File: config.mk
export PLATFORM = sky130hd
export DESIGN_NAME = activation_stream_unit
export DESIGN_NICKNAME = d
export VERILOG_FILES = /design/src/rtl/activation_stream_unit.sv
export SDC_FILE = /design/constraint.sdc
export NUM_CORES = 1
export LEC_CHECK = 0
export CAP_MARGIN = 20
export CORE_AREA = 5 5 311 313
export DETAILED_ROUTE_END_ITERATION = 12
export DIE_AREA = 0 0 316 318
export PLACE_DENSITY = 0.69
export SYNTH_ARGS = -nofsm -noshare
export SYNTH_HDL_FRONTEND = slang
export SYNTH_SLANG_ARGS = --single-unit
export TNS_END_PERCENT = 30
File: constraint.sdc
create_clock -name clk -period 11.32 [get_ports clk]
set_input_delay 1.132 -clock clk [delete_from_list [all_inputs] [get_ports clk]]
set_output_delay 1.132 -clock clk [all_outputs]
set_load 0.02 [all_outputs]
File: src/rtl/activation_stream_unit.sv
`default_nettype none
// ============================================================================
// Module   : activation_stream_unit
// Brief    : Per-vector activation stage (bypass / sigmoid / tanh / ReLU)
//            between the array EAST output and NORTH input buses. Sigmoid and
//            tanh are delegated to external units via start/done with a
//            timeout; results queue in an output FIFO tagged with the mode.
//            Optional macro ACT_LEAKY_RELU_EN turns mode 3 into leaky ReLU.
// Revision : 1.0 - initial release
// ============================================================================
module activation_stream_unit #(
    parameter int WORD_LENGTH = 32,
    parameter int LANES       = 4,
    parameter int FIFO_DEPTH  = 4,
    parameter int TIMEOUT     = 16,
    parameter int LEAK_SHIFT  = 3
) (
    input  logic                         clk,
    input  logic                         reset,
    input  logic                         in_valid,
    output logic                         in_ready,
    input  logic [LANES*WORD_LENGTH-1:0] in_data,
    input  logic [1:0]                   in_mode,
    output logic                         out_valid,
    input  logic                         out_ready,
    output logic [LANES*WORD_LENGTH-1:0] out_data,
    output logic [1:0]                   out_mode,
    output logic [LANES*WORD_LENGTH-1:0] act_operand,
    output logic                         sig_start,
    input  logic                         sig_done,
    input  logic [LANES*WORD_LENGTH-1:0] sig_result,
    output logic                         tanh_start,
    input  logic                         tanh_done,
    input  logic [LANES*WORD_LENGTH-1:0] tanh_result,
    output logic                         err_timeout,
    output logic                         busy
);

    localparam int VW = LANES * WORD_LENGTH;
    localparam int PW = $clog2(FIFO_DEPTH);
    localparam int CW = $clog2(FIFO_DEPTH) + 1;
    localparam int TW = $clog2(TIMEOUT + 1);

    localparam logic [1:0] c_st_idle = 2'd0;
    localparam logic [1:0] c_st_wait = 2'd1;
    localparam logic [1:0] c_st_push = 2'd2;

    localparam logic [1:0] c_mode_sig  = 2'd1;
    localparam logic [1:0] c_mode_tanh = 2'd2;
    localparam logic [1:0] c_mode_relu = 2'd3;

    localparam logic [CW-1:0] c_depth    = CW'(FIFO_DEPTH);
    localparam logic [TW-1:0] c_tmo_last = TW'(TIMEOUT - 1);

    // Shift amounts outside the lane width give no meaningful leaky slope.
    if (LEAK_SHIFT < 0 || LEAK_SHIFT >= WORD_LENGTH) begin : g_leak_shift_out_of_range
    end

    logic [1:0]    state_q,      state_d;
    logic [1:0]    mode_q,       mode_d;
    logic [VW-1:0] result_q,     result_d;
    logic [VW-1:0] operand_q,    operand_d;
    logic          sig_start_q,  sig_start_d;
    logic          tanh_start_q, tanh_start_d;
    logic [TW-1:0] timer_q,      timer_d;
    logic          err_q,        err_d;
    logic          wr_en_q,      wr_en_d;
    logic [VW+1:0] wr_word_q,    wr_word_d;
    logic [PW-1:0] wr_ptr_q,     wr_ptr_d;
    logic [PW-1:0] rd_ptr_q,     rd_ptr_d;
    logic [CW-1:0] count_q,      count_d;
    logic [VW+1:0] mem_q [FIFO_DEPTH];

    logic [VW-1:0] w_relu;
    logic [VW+1:0] w_head;
    logic          w_accept;
    logic          w_pop;

    assign w_accept    = in_valid && in_ready;
    assign w_pop       = out_valid && out_ready;
    assign act_operand = operand_q;
    assign sig_start   = sig_start_q;
    assign tanh_start  = tanh_start_q;
    assign err_timeout = err_q;

    // Lane-wise rectifier on the incoming vector (negative lanes clamp or leak).
    always_comb begin
        w_relu = '0;
        for (int i = 0; i < LANES; i++) begin
            if (in_data[i*WORD_LENGTH + WORD_LENGTH - 1]) begin
`ifdef ACT_LEAKY_RELU_EN
                w_relu[i*WORD_LENGTH +: WORD_LENGTH] =
                    WORD_LENGTH'($signed(in_data[i*WORD_LENGTH +: WORD_LENGTH]) >>> LEAK_SHIFT);
`else
                w_relu[i*WORD_LENGTH +: WORD_LENGTH] = '0;
`endif
            end else begin
                w_relu[i*WORD_LENGTH +: WORD_LENGTH] = in_data[i*WORD_LENGTH +: WORD_LENGTH];
            end
        end
    end

    // Next-state and datapath for the single in-flight vector.
    always_comb begin
        state_d      = state_q;
        mode_d       = mode_q;
        result_d     = result_q;
        operand_d    = operand_q;
        sig_start_d  = 1'b0;
        tanh_start_d = 1'b0;
        timer_d      = timer_q;
        err_d        = err_q;
        wr_en_d      = 1'b0;
        wr_word_d    = wr_word_q;
        case (state_q)
            c_st_idle: begin
                if (w_accept) begin
                    mode_d  = in_mode;
                    timer_d = '0;
                    case (in_mode)
                        c_mode_sig: begin
                            operand_d   = in_data;
                            sig_start_d = 1'b1;
                            state_d     = c_st_wait;
                        end
                        c_mode_tanh: begin
                            operand_d    = in_data;
                            tanh_start_d = 1'b1;
                            state_d      = c_st_wait;
                        end
                        c_mode_relu: begin
                            result_d = w_relu;
                            state_d  = c_st_push;
                        end
                        default: begin
                            result_d = in_data;
                            state_d  = c_st_push;
                        end
                    endcase
                end
            end
            c_st_wait: begin
                // Only the selected unit's done counts; it beats a same-edge timeout.
                if (mode_q == c_mode_sig && sig_done) begin
                    result_d = sig_result;
                    state_d  = c_st_push;
                end else if (mode_q == c_mode_tanh && tanh_done) begin
                    result_d = tanh_result;
                    state_d  = c_st_push;
                end else if (timer_q == c_tmo_last) begin
                    result_d = '0;
                    err_d    = 1'b1;
                    state_d  = c_st_push;
                end else begin
                    timer_d = timer_q + 1'b1;
                end
            end
            c_st_push: begin
                // The FIFO write is registered, landing one edge after PUSH.
                wr_en_d   = 1'b1;
                wr_word_d = {mode_q, result_q};
                state_d   = c_st_idle;
            end
            default: state_d = c_st_idle;
        endcase
    end

    // FIFO pointer and occupancy update.
    always_comb begin
        wr_ptr_d = wr_ptr_q;
        rd_ptr_d = rd_ptr_q;
        count_d  = count_q;
        if (wr_en_q) begin
            wr_ptr_d = wr_ptr_q + 1'b1;
        end
        if (w_pop) begin
            rd_ptr_d = rd_ptr_q + 1'b1;
        end
        case ({wr_en_q, w_pop})
            2'b10:   count_d = count_q + 1'b1;
            2'b01:   count_d = count_q - 1'b1;
            default: count_d = count_q;
        endcase
    end

    // Status and FIFO head outputs; a pending write already holds its slot.
    always_comb begin
        w_head    = mem_q[rd_ptr_q];
        out_valid = (count_q != '0);
        out_data  = out_valid ? w_head[VW-1:0]  : '0;
        out_mode  = out_valid ? w_head[VW+1:VW] : '0;
        in_ready  = (state_q == c_st_idle) && ((count_q + CW'(wr_en_q)) < c_depth) && !reset;
        busy      = (state_q != c_st_idle);
    end

    // State register; reset drops any in-flight vector and empties the FIFO.
    always_ff @(posedge clk) begin
        if (reset) begin
            state_q      <= c_st_idle;
            mode_q       <= '0;
            result_q     <= '0;
            operand_q    <= '0;
            sig_start_q  <= 1'b0;
            tanh_start_q <= 1'b0;
            timer_q      <= '0;
            err_q        <= 1'b0;
            wr_en_q      <= 1'b0;
            wr_word_q    <= '0;
            wr_ptr_q     <= '0;
            rd_ptr_q     <= '0;
            count_q      <= '0;
        end else begin
            state_q      <= state_d;
            mode_q       <= mode_d;
            result_q     <= result_d;
            operand_q    <= operand_d;
            sig_start_q  <= sig_start_d;
            tanh_start_q <= tanh_start_d;
            timer_q      <= timer_d;
            err_q        <= err_d;
            wr_en_q      <= wr_en_d;
            wr_word_q    <= wr_word_d;
            wr_ptr_q     <= wr_ptr_d;
            rd_ptr_q     <= rd_ptr_d;
            count_q      <= count_d;
        end
    end

    // FIFO storage; contents are don't-care while count is zero.
    always_ff @(posedge clk) begin
        if (!reset && wr_en_q) begin
            mem_q[wr_ptr_q] <= wr_word_q;
        end
    end

endmodule
`default_nettype wire

==> results of run 1 <==
cell usage after synthesis (3+ instances only):
| library cell | count |
|---|---|
| edfxtp_1 | 520 |
| nand2_1 | 513 |
| dfxtp_1 | 408 |
| clkbuf_1 | 202 |
| a21oi_1 | 150 |
| nor2_1 | 142 |
| and2_1 | 137 |
| mux4_2 | 130 |
| mux2i_1 | 129 |
| nor3_1 | 126 |
| a211oi_1 | 125 |
| a22oi_1 | 124 |
| o22ai_1 | 124 |
| buf_2 | 39 |
| buf_6 | 15 |
| nand3_1 | 11 |
| ha_1 | 10 |
| inv_1 | 9 |
| nor2b_1 | 6 |
| nand2b_1 | 5 |
| a221o_1 | 4 |
| buf_1 | 4 |
| o221ai_1 | 4 |
| o21ai_0 | 3 |
| or3_1 | 3 |
| xor2_1 | 3 |
critical path, cell delays in order, from the launching register on:
cell,delay (ns)
dfxtp_4,0.93
buf_12,0.66
mux4_2,0.58
and2_1,0.17
clkdlybuf4s50_1,0.62
flip-flops by register name (all words and copies together) (netlist names), named ones only:
name / flops
sig_start: 1
timer_q: 5
wr_word_q: 130
tanh_start: 1
mode_q: 2
count_q: 3
wr_ptr_q: 2
rd_ptr_q: 2
wr_en_q: 1
err_timeout: 1
result_q: 128
mem_q: 520
act_operand: 128
state_q: 2
layout make-up:
cell class,count,share of cell area (%)
Antenna cell,3,0.01572
Clock buffer,130,5.617
Clock inverter,47,1.092
Inverter,9,0.07074
Multi-Input combinational cell,1772,25.70
Sequential cell,928,49.81
Tap cell,1265,3.314
Timing Repair Buffer,690,14.37
cells by family after synthesis:
group                    after synthesis  synth area share [%]
AO/OA/AOI/OAI                        544                 9.645
flip-flops                           928                 64.08
AND/OR/NAND/NOR                      953                 11.23
buffers and inverters                270                 3.176
multiplexers                         259                 11.37
XOR/XNOR                               5                0.1180
adder cells (fa/ha/maj)               11                0.3910
report_power, final:
part | switching [mW] | internal [mW]
Sequential | 0.0443 | 3.59
Combinational | 0.410 | 0.356
Clock | 1.32 | 1.85
worst paths after layout:
path / startpoint / end / depth (start not counted)
worst max register to register: state_q[0] / result_q[60] / 7
worst min-delay path: result_q[37] / wr_word_q[37] / 2
worst max-delay path: flop / out_data[66] / 4
worst min register to register: result_q[37] / wr_word_q[37] / 2
metal layers:
metal	part of all wire, %	vias up	GRT usage [%]
met1	42	12900	28.49
met2	48	845	35.30
met3	6.9	172	4.428
li1	-	12040	-
met5	0.012	-	0
met4	3.4	2	7.758
stage by stage:
stage	setup WS [ns]	std cells	utilization, %
3_5_place_dp	6.808	4663	47.35
5_1_grt	6.101	4843	50.79
3_3_place_gp	6.966	4663	47.35
6_report	6.438	4844	50.80
4_1_cts	6.237	4840	50.76
2_1_floorplan	6.337	2970	-
==> out/qor.csv, run 1 <==
metric;value;unit
status;finished clean;
hold_viol;0;
critical_path_class;reg -> out;
wl_per_cell;23.13;um
yosysUniqueCellTypes;46;
fin_skew;0.03118;ns
period_needed;4.882;ns
layout.cells.most_common;clkdlybuf4s50_1;
drt_iter0_markers;2102;
syn_area;37120;um^2
drive_above_1_share;9.564;%
cts-hold-fix-buffers;0;
avgSynthCellArea;12.50;um^2
fin_tns_setup;0;ns
first_pass_iters;5;
antenna_found_initial;7;
rsz0062_at_grt;false;
dp_hpwl;70930;um
post-route-period-util;43.12;%
power_density;158.6;nW/um^2
nNetsFinal;3898;
final_cell_mix;clkdlybuf4s50_1 (652), edfxtp_1 (520), nand2_1 (512), dfxtp_1 (406), a21oi_1 (146);
fillers;8160;
setup.worst_path.start_class;flop;
cts_buffers;94;
htreeDepth;3;
crit_path_max_fanout;91;
finalInstanceArea;47760;um^2
grt_remaining_overflow;0;
drcViolationCount;0;
areaGrowthSynthToFinish;28.67;%
postSynth.asyncResetShare;0;%
coreArea;94020;um^2
slew_violations;0;
cts.sinks;928;
grtUsageTotal;21.54;%
synth_largest_area_cell;edfxtp_1;
p_leak;15.54;nW
synthFlopType;edfxtp_1;
cts_buffer_depth;3;
syn-instance-count;2970;
place_area;44520;um^2
crit_arrival;3.75;ns
cts_resized;0;
drt-total-wl;112000;um
grt_pass1_wl;165100;um
ir_worst_vdd;0.1311;mV
port_buffers;655;
critPathCaptureType;primary output;
multiInputGateArea;12280;um^2
fp.dieH;318;um
ioPinCount;656;
finalSetupViolations;0;
start_util;39.48;%
ff_latch_area;23790;um^2
root_buffer;clkbuf_16;
clk_pin_slew;0.06;ns
cp.required;10.19;ns
grt_max_degree;202;
rows;113;
grt_pass1_vias;25830;
regToRegSetupSlack;7.06;ns
post_cts.repair.setup_buffers;0;
ant_nets;0;
holdWs;0.4326;ns
tightest_slew;1.164;ns
synth_edf_count;520;
synth_top_cell_area_share;42.07;%
num_vias;25960;
design.die.area;100500;um^2
synth_nets;3373;
clk_latency;0.66;ns
synth-seq-cells;928;
die_x;316;um
fmax;204.8;MHz
relSlewSlack;22.39;%
yosysSeqAreaShare;64.08;%
cap_viol_max_count;0;
vias_per_cell;5.359;
cts_tree;done;
gp_congestion;0.8777;
ys_top_cells_by_area;edfxtp_1 (42%), dfxtp_1 (22%), mux4_2 (7.9%), nand2_1 (5.2%), mux2i_1 (3.5%);
hp-class;reg -> reg;
finalPower;7.573;mW
yosys_warnings;0;
Note: power is estimated with default switching activity, not from simulation.
==> run 2: changes to the inputs <==
--- a/config.mk
+++ b/config.mk
@@ -9,7 +9,7 @@
 export CORE_AREA = 5 5 311 313
 export DETAILED_ROUTE_END_ITERATION = 12
 export DIE_AREA = 0 0 316 318
-export PLACE_DENSITY = 0.69
+export PLACE_DENSITY = 0.71
 export SYNTH_ARGS = -nofsm -noshare
 export SYNTH_HDL_FRONTEND = slang
 export SYNTH_SLANG_ARGS = --single-unit
==> constraint.sdc (replaced) <==
create_clock -name clk -period 4.3 [get_ports clk]
set_input_delay 0.43 -clock clk [delete_from_list [all_inputs] [get_ports clk]]
set_output_delay 0.43 -clock clk [all_outputs]
set_load 0.02 [all_outputs]
==> run 2 against run 1 <==
  * First-iteration DRC count is 17% higher
  * Power rose to 2.6 times the previous value
  * Clock-buffer cell count increased by 3
  * Final cell count rose by 0.29%
  * Largest power group unchanged
  * Highest routed layer unchanged
==> out/qor.csv, run 2 (synthesis gave the netlist of run 1 again) <==
metric;value;unit;change
drcViolationCount;0;;unchanged
intPower;15.16;mW;+160%
cts_buffers;94;;unchanged
holdWs;0.2055;ns;-0.2272 ns
crit_arrival;3.18;ns;-0.57 ns
rr_endpoint;count_q[2];;
setup.worst_path.start_class;flop;;
grt_pass1_vias;26200;;+1.5%
top_regs;mem_q (520), wr_word_q (130);;
slew_violations;0;;unchanged
max_stage_delay;0.83;ns;-0.10 ns
design.die.area;100500;um^2;unchanged
cp.required;3.87;ns;-6.32 ns
p_clk_share;41.4;%;-0.5 points
regToRegSetupSlack;1.44;ns;-5.62 ns
finalSetupViolations;0;;unchanged
seqPwrFrac;48.3;%;+0.3 points
top_register;mem_q;;
clk_latency;0.67;ns;about the same
power_density;412.8;nW/um^2;+160%
fp.dieH;318;um;unchanged
dp_slack;1.132;ns;-5.676 ns
p_sw;4.655;mW;+160%
place_area;44820;um^2;+0.69%
ir_worst_vdd;0.3369;mV;+160%
nNetsFinal;3913;;+0.38%
vias_per_cell;5.383;;+0.46%
critPathCaptureType;primary output;;
rows;113;;unchanged
cts_tree;done;;
r2r_start;count_q[1];;
largest_reg_flops;520;;unchanged
rsz0062_at_grt;false;;
areaGrowthSynthToFinish;29.32;%;
fin_skew;0.03384;ns;+0.002657 ns
start_util;39.48;%;unchanged
drt_iter0_markers;2453;;+17%
ant_nets;0;;unchanged
finalWorstSetupSlack;0.6851;ns;-5.753 ns
grt_pass1_wl;167200;um;+1.3%
die_x;316;um;unchanged
cts_buffer_depth;3;;unchanged
root_buffer;clkbuf_16;;
first_pass_iters;5;;unchanged
fmax;276.6;MHz;
p_leak;15.63;nW;+0.59%
wl_per_cell;23.31;um;+0.81%
holdPathStages;2;;unchanged
clk_pin_slew;0.06;ns;about the same
min_to;count_q[0];;
cts-hold-fix-buffers;0;;unchanged
period_needed;3.615;ns;
hp-class;in -> reg;;
cap_viol_max_count;0;;unchanged
drive_above_1_share;9.744;%;+0.18 points
htreeDepth;3;;unchanged
min-delay-start;reset;;
post-route-period-util;84.07;%;
cts.sinks;928;;unchanged
grtUsageTotal;21.80;%;+0.26 points
finalInstanceArea;48000;um^2;+0.50%
p_comb_share;10.3;%;+0.2 points
relSlewSlack;19.96;%;-2.4 points
crit_path_max_fanout;89;;-2.2%
antenna_found_initial;5;;-2
drt-total-wl;113300;um;+1.1%
cts_resized;0;;unchanged
crit_slowest_cell;or3_4;;
fin_tns_setup;0;ns;unchanged
finalPower;19.81;mW;+160%
gp_congestion;0.8510;;-3.0%
coreArea;94020;um^2;unchanged
ff2ff_path_depth;8;;+1
tightest_slew;1.201;ns;+0.03644 ns
grt_max_degree;177;;-12%
num_vias;26150;;+0.75%
port_buffers;655;;unchanged
status;finished clean;;
layout.cells.most_common;clkdlybuf4s50_1;;
post_cts.repair.setup_buffers;0;;unchanged
grt_remaining_overflow;0;;unchanged
critical_path_class;reg -> out;;
crit_path_cell_trace;or3_4, buf_4, and2_1, clkdlybuf4s50_1;;
ioPinCount;656;;unchanged
swShare;23.49;%;+0.097 points
dp_hpwl;74380;um;+4.9%
final_cell_mix;clkdlybuf4s50_1 (652), edfxtp_1 (520), nand2_1 (512), dfxtp_1 (406), a21oi_1 (146);;
hold_viol;0;;unchanged
==> run 2: stage by stage <==
stage | utilization, % | instances
global placement | 47.67 | 4677
CTS | 51.00 | 4855
global route | 51.05 | 4858
floorplan | - | 2970
detailed placement | 47.67 | 4677
finish | 51.05 | 4858
==> run 2: area by class of cell <==
cell class                      instances  area [um^2]
Fill cell                            8084        46020
Sequential cell                       928        23790
Multi-Input combinational cell       1772        12280
Timing Repair Buffer                  705         7184
Clock buffer                          133         2641
Tap cell                             1265         1583
Clock inverter                         45        486.7
Inverter                                9        33.78
Antenna cell                            1        2.502
==> run 2: how the worst max path moves through the flow <==
stage,endpoint,start,slack [ns]
floorplan,mem_q[0][0],reset,0.02
finish,out_data[68],count_q[1],0.69
CTS,out_data[75],count_q[0],0.58
detailed placement,result_q[46],in_mode[0],1.13
global placement,result_q[46],in_mode[0],1.17
global route,out_data[58],count_q[0],0.46
==> run 2: layer usage <==
metal	wire [um]	track usage (%)	vias to the layer above	part of all wire, %
li1	-	-	12060	-
met1	46540	28.67	12970	41
met2	55180	36.21	950	49
met3	7870	4.467	175	6.9
met4	3630	7.277	4	3.2
met5	34	0	-	0.030
==> run 2: critical path: cells and delay by family (launching register included) <==
kind | cells | cell delay (ns)
buffers and inverters | 2 | 1.02
DFF | 1 | 0.44
and+or+nand+nor | 2 | 0.98
==> run 2: power groups by stage <==
stage	sequential (mW)	clock (mW)	combinational (mW)
detailed placement	9.75	0	2.03
floorplan	9.78	0	0.994
CTS	9.56	8.41	2.04
finish	9.57	8.21	2.04
global placement	9.75	0	2.02
global route	9.58	8.81	2.17
==> run 3: changes to the inputs <==
--- a/config.mk
+++ b/config.mk
@@ -9,7 +9,7 @@
 export CORE_AREA = 5 5 311 313
 export DETAILED_ROUTE_END_ITERATION = 12
 export DIE_AREA = 0 0 316 318
-export PLACE_DENSITY = 0.71
+export PLACE_DENSITY = 0.69
 export SYNTH_ARGS = -nofsm -noshare
 export SYNTH_HDL_FRONTEND = slang
 export SYNTH_SLANG_ARGS = --single-unit
==> constraint.sdc (replaced) <==
create_clock -name clk -period 3.7 [get_ports clk]
set_input_delay 0.37 -clock clk [delete_from_list [all_inputs] [get_ports clk]]
set_output_delay 0.37 -clock clk [all_outputs]
set_load 0.02 [all_outputs]
==> run 3 against run 2 <==
  * Sequential power grew 16%
  * Die area stayed put
  * Via count down 0.22%
  * Register-to-register slack worse by 0.38 ns
  * Hold slack worse by 0.075 ns
  * Core utilization up 0.50 points
  * Worst setup slack got worse by 0.34 ns
  * Power rose by 19%
  * Sequential share of layout area is 0.48 points lower
  * Largest power group unchanged
  * Non-clock buffer count rose by 15
==> out/qor.csv, run 3 (synthesis gave the netlist of run 1 again) <==
metric;value;unit;change
post-route-period-util;90.57;%;
rsz0062_at_grt;false;;
critPathCaptureType;primary output;;
coreArea;94020;um^2;unchanged
grt_max_degree;182;;+2.8%
port_buffers;655;;unchanged
design.die.area;100500;um^2;unchanged
ant_nets;0;;unchanged
wl_per_cell;23.26;um;-0.24%
cts-hold-fix-buffers;0;;unchanged
p_sw;5.545;mW;+19%
ioPinCount;656;;unchanged
vias_per_cell;5.347;;-0.67%
antenna_found_initial;11;;+6
period_needed;3.351;ns;
nNetsFinal;3931;;+0.46%
place_area;45130;um^2;+0.68%
fin_tns_setup;0;ns;unchanged
post_cts.repair.setup_buffers;0;;unchanged
cts_tree;done;;
crit_arrival;2.98;ns;-0.20 ns
largest_reg_flops;520;;unchanged
clk_latency;0.67;ns;about the same
areaGrowthSynthToFinish;30.58;%;
setup.worst_path.start_class;flop;;
finalSetupViolations;0;;unchanged
hp-class;in -> reg;;
layout.cells.most_common;clkdlybuf4s50_1;;
grt_remaining_overflow;0;;unchanged
top_regs;mem_q (520), wr_word_q (130);;
layoutNonFillerInstCount;4880;;+0.45%
rows;113;;unchanged
regToRegSetupSlack;1.06;ns;-0.38 ns
intPower;18.05;mW;+19%
drcViolationCount;0;;unchanged
drt_iter0_markers;1923;;-22%
cts.sinks;928;;unchanged
r2r_start;state_q[1];;
top_register;mem_q;;
min-delay-start;reset;;
seqPwrFrac;47.1;%;-1.2 points
fin_skew;0.04134;ns;+0.007502 ns
drt-total-wl;113500;um;+0.21%
clk_pin_slew;0.06;ns;about the same
die_x;316;um;unchanged
drive_above_1_share;10.49;%;+0.75 points
cts_resized;0;;unchanged
cap_viol_max_count;0;;unchanged
finalPower;23.59;mW;+19%
rr_endpoint;result_q[75];;
p_comb_share;10.1;%;-0.2 points
swShare;23.50;%;about the same
fin_util;51.55;%;+0.50 points
cts_buffers;97;;+3.2%
status;finished clean;;
crit_path_max_fanout;25;;-72%
root_buffer;clkbuf_16;;
num_vias;26090;;-0.22%
cts_buffer_depth;3;;unchanged
first_pass_iters;5;;unchanged
grtUsageTotal;21.84;%;+0.036 points
ir_worst_vdd;0.2997;mV;-11%
start_util;39.48;%;unchanged
htreeDepth;3;;unchanged
holdPathStages;2;;unchanged
critical_path_class;reg -> out;;
hold_viol;0;;unchanged
grt_pass1_wl;167000;um;-0.13%
p_clk_share;42.7;%;+1.3 points
gp_congestion;0.9163;;+7.7%
p_leak;15.87;nW;+1.5%
final_cell_mix;clkdlybuf4s50_1 (652), edfxtp_1 (520), nand2_1 (512), dfxtp_1 (406), a21oi_1 (146);;
tightest_slew;1.077;ns;-0.1233 ns
ff2ff_path_depth;5;;-3
fmax;298.4;MHz;
dp_hpwl;74520;um;+0.18%
finalInstanceArea;48470;um^2;+0.98%
min_to;count_q[1];;
fp.dieH;318;um;unchanged
grt_pass1_vias;26150;;-0.21%
power_density;486.7;nW/um^2;+18%
slew_violations;0;;unchanged
fillers;8056;;-0.35%
cp.required;3.33;ns;-0.54 ns
placed_cells;4694;;+0.36%
relSlewSlack;28.18;%;+8.2 points
[run 3: cell count changes in the layout (fill, tap and decap cells not counted), moves of 4 or more]
cell	change
bufinv_16	+4
clkbuf_8	-6
clkbuf_1	-12
clkbuf_16	+6
clkinv_2	+11
buf_12	+14
[run 3: critical path, stage by stage (launching register included)]
cell             delay, ns
dfxtp_4               0.67
buf_12                0.29
mux4_2                0.54
and2_1                0.18
clkdlybuf4s50_1       0.59
[run 3: metrics by stage]
| step | hold slack (ns) | setup WS, ns |
|---|---|---|
| 5_1_grt | 0.1412 | 0.1790 |
| 6_report | 0.1304 | 0.3490 |
| 3_5_place_dp | 0.4437 | 0.8216 |
| 2_1_floorplan | 0.4321 | -0.5205 |
| 4_1_cts | 0.1196 | 0.2446 |
| 3_3_place_gp | 0.4375 | 0.8963 |
[run 3: final cells by class]
cell class	instances	area (um^2)	area share (%)
antenna	3	7.507	0.01549
clock buffer	121	2664	5.496
clock inverter	62	668.1	1.379
inverter	9	33.78	0.06970
multi-input combinational	1772	12280	25.33
sequential	928	23790	49.09
tap	1265	1583	3.266
timing repair buffer	720	7445	15.36
[run 3: power groups by stage]
| stage | Combinational [mW] | Sequential [mW] | Clock [mW] |
|---|---|---|---|
| after detailed placement | 2.40 | 11.3 | 0 |
| after floorplan | 1.16 | 11.4 | 0 |
| final | 2.39 | 11.1 | 10.1 |
| after global routing | 2.56 | 11.1 | 10.8 |
| after global placement | 2.39 | 11.3 | 0 |
| after CTS | 2.41 | 11.1 | 10.3 |
[run 3: worst max path at each step]
stage,startpoint,endpoint,slack [ns]
4_1_cts,count_q[0],out_data[30],0.24
5_1_grt,flop,out_data[63],0.18
2_1_floorplan,reset,mem_q[2][0],-0.52
6_report,flop,out_data[12],0.35
3_3_place_gp,in_mode[0],result_q[110],0.90
3_5_place_dp,in_valid,result_q[73],0.82
[run 3: per-layer routing]
layer	GRT usage, %	up-vias	part of all wire, %
met4	7.277	4	2.9
met3	5.294	156	7.6
met2	35.91	887	49
li1	-	12110	-
met5	0	-	0.020
met1	28.52	12940	41
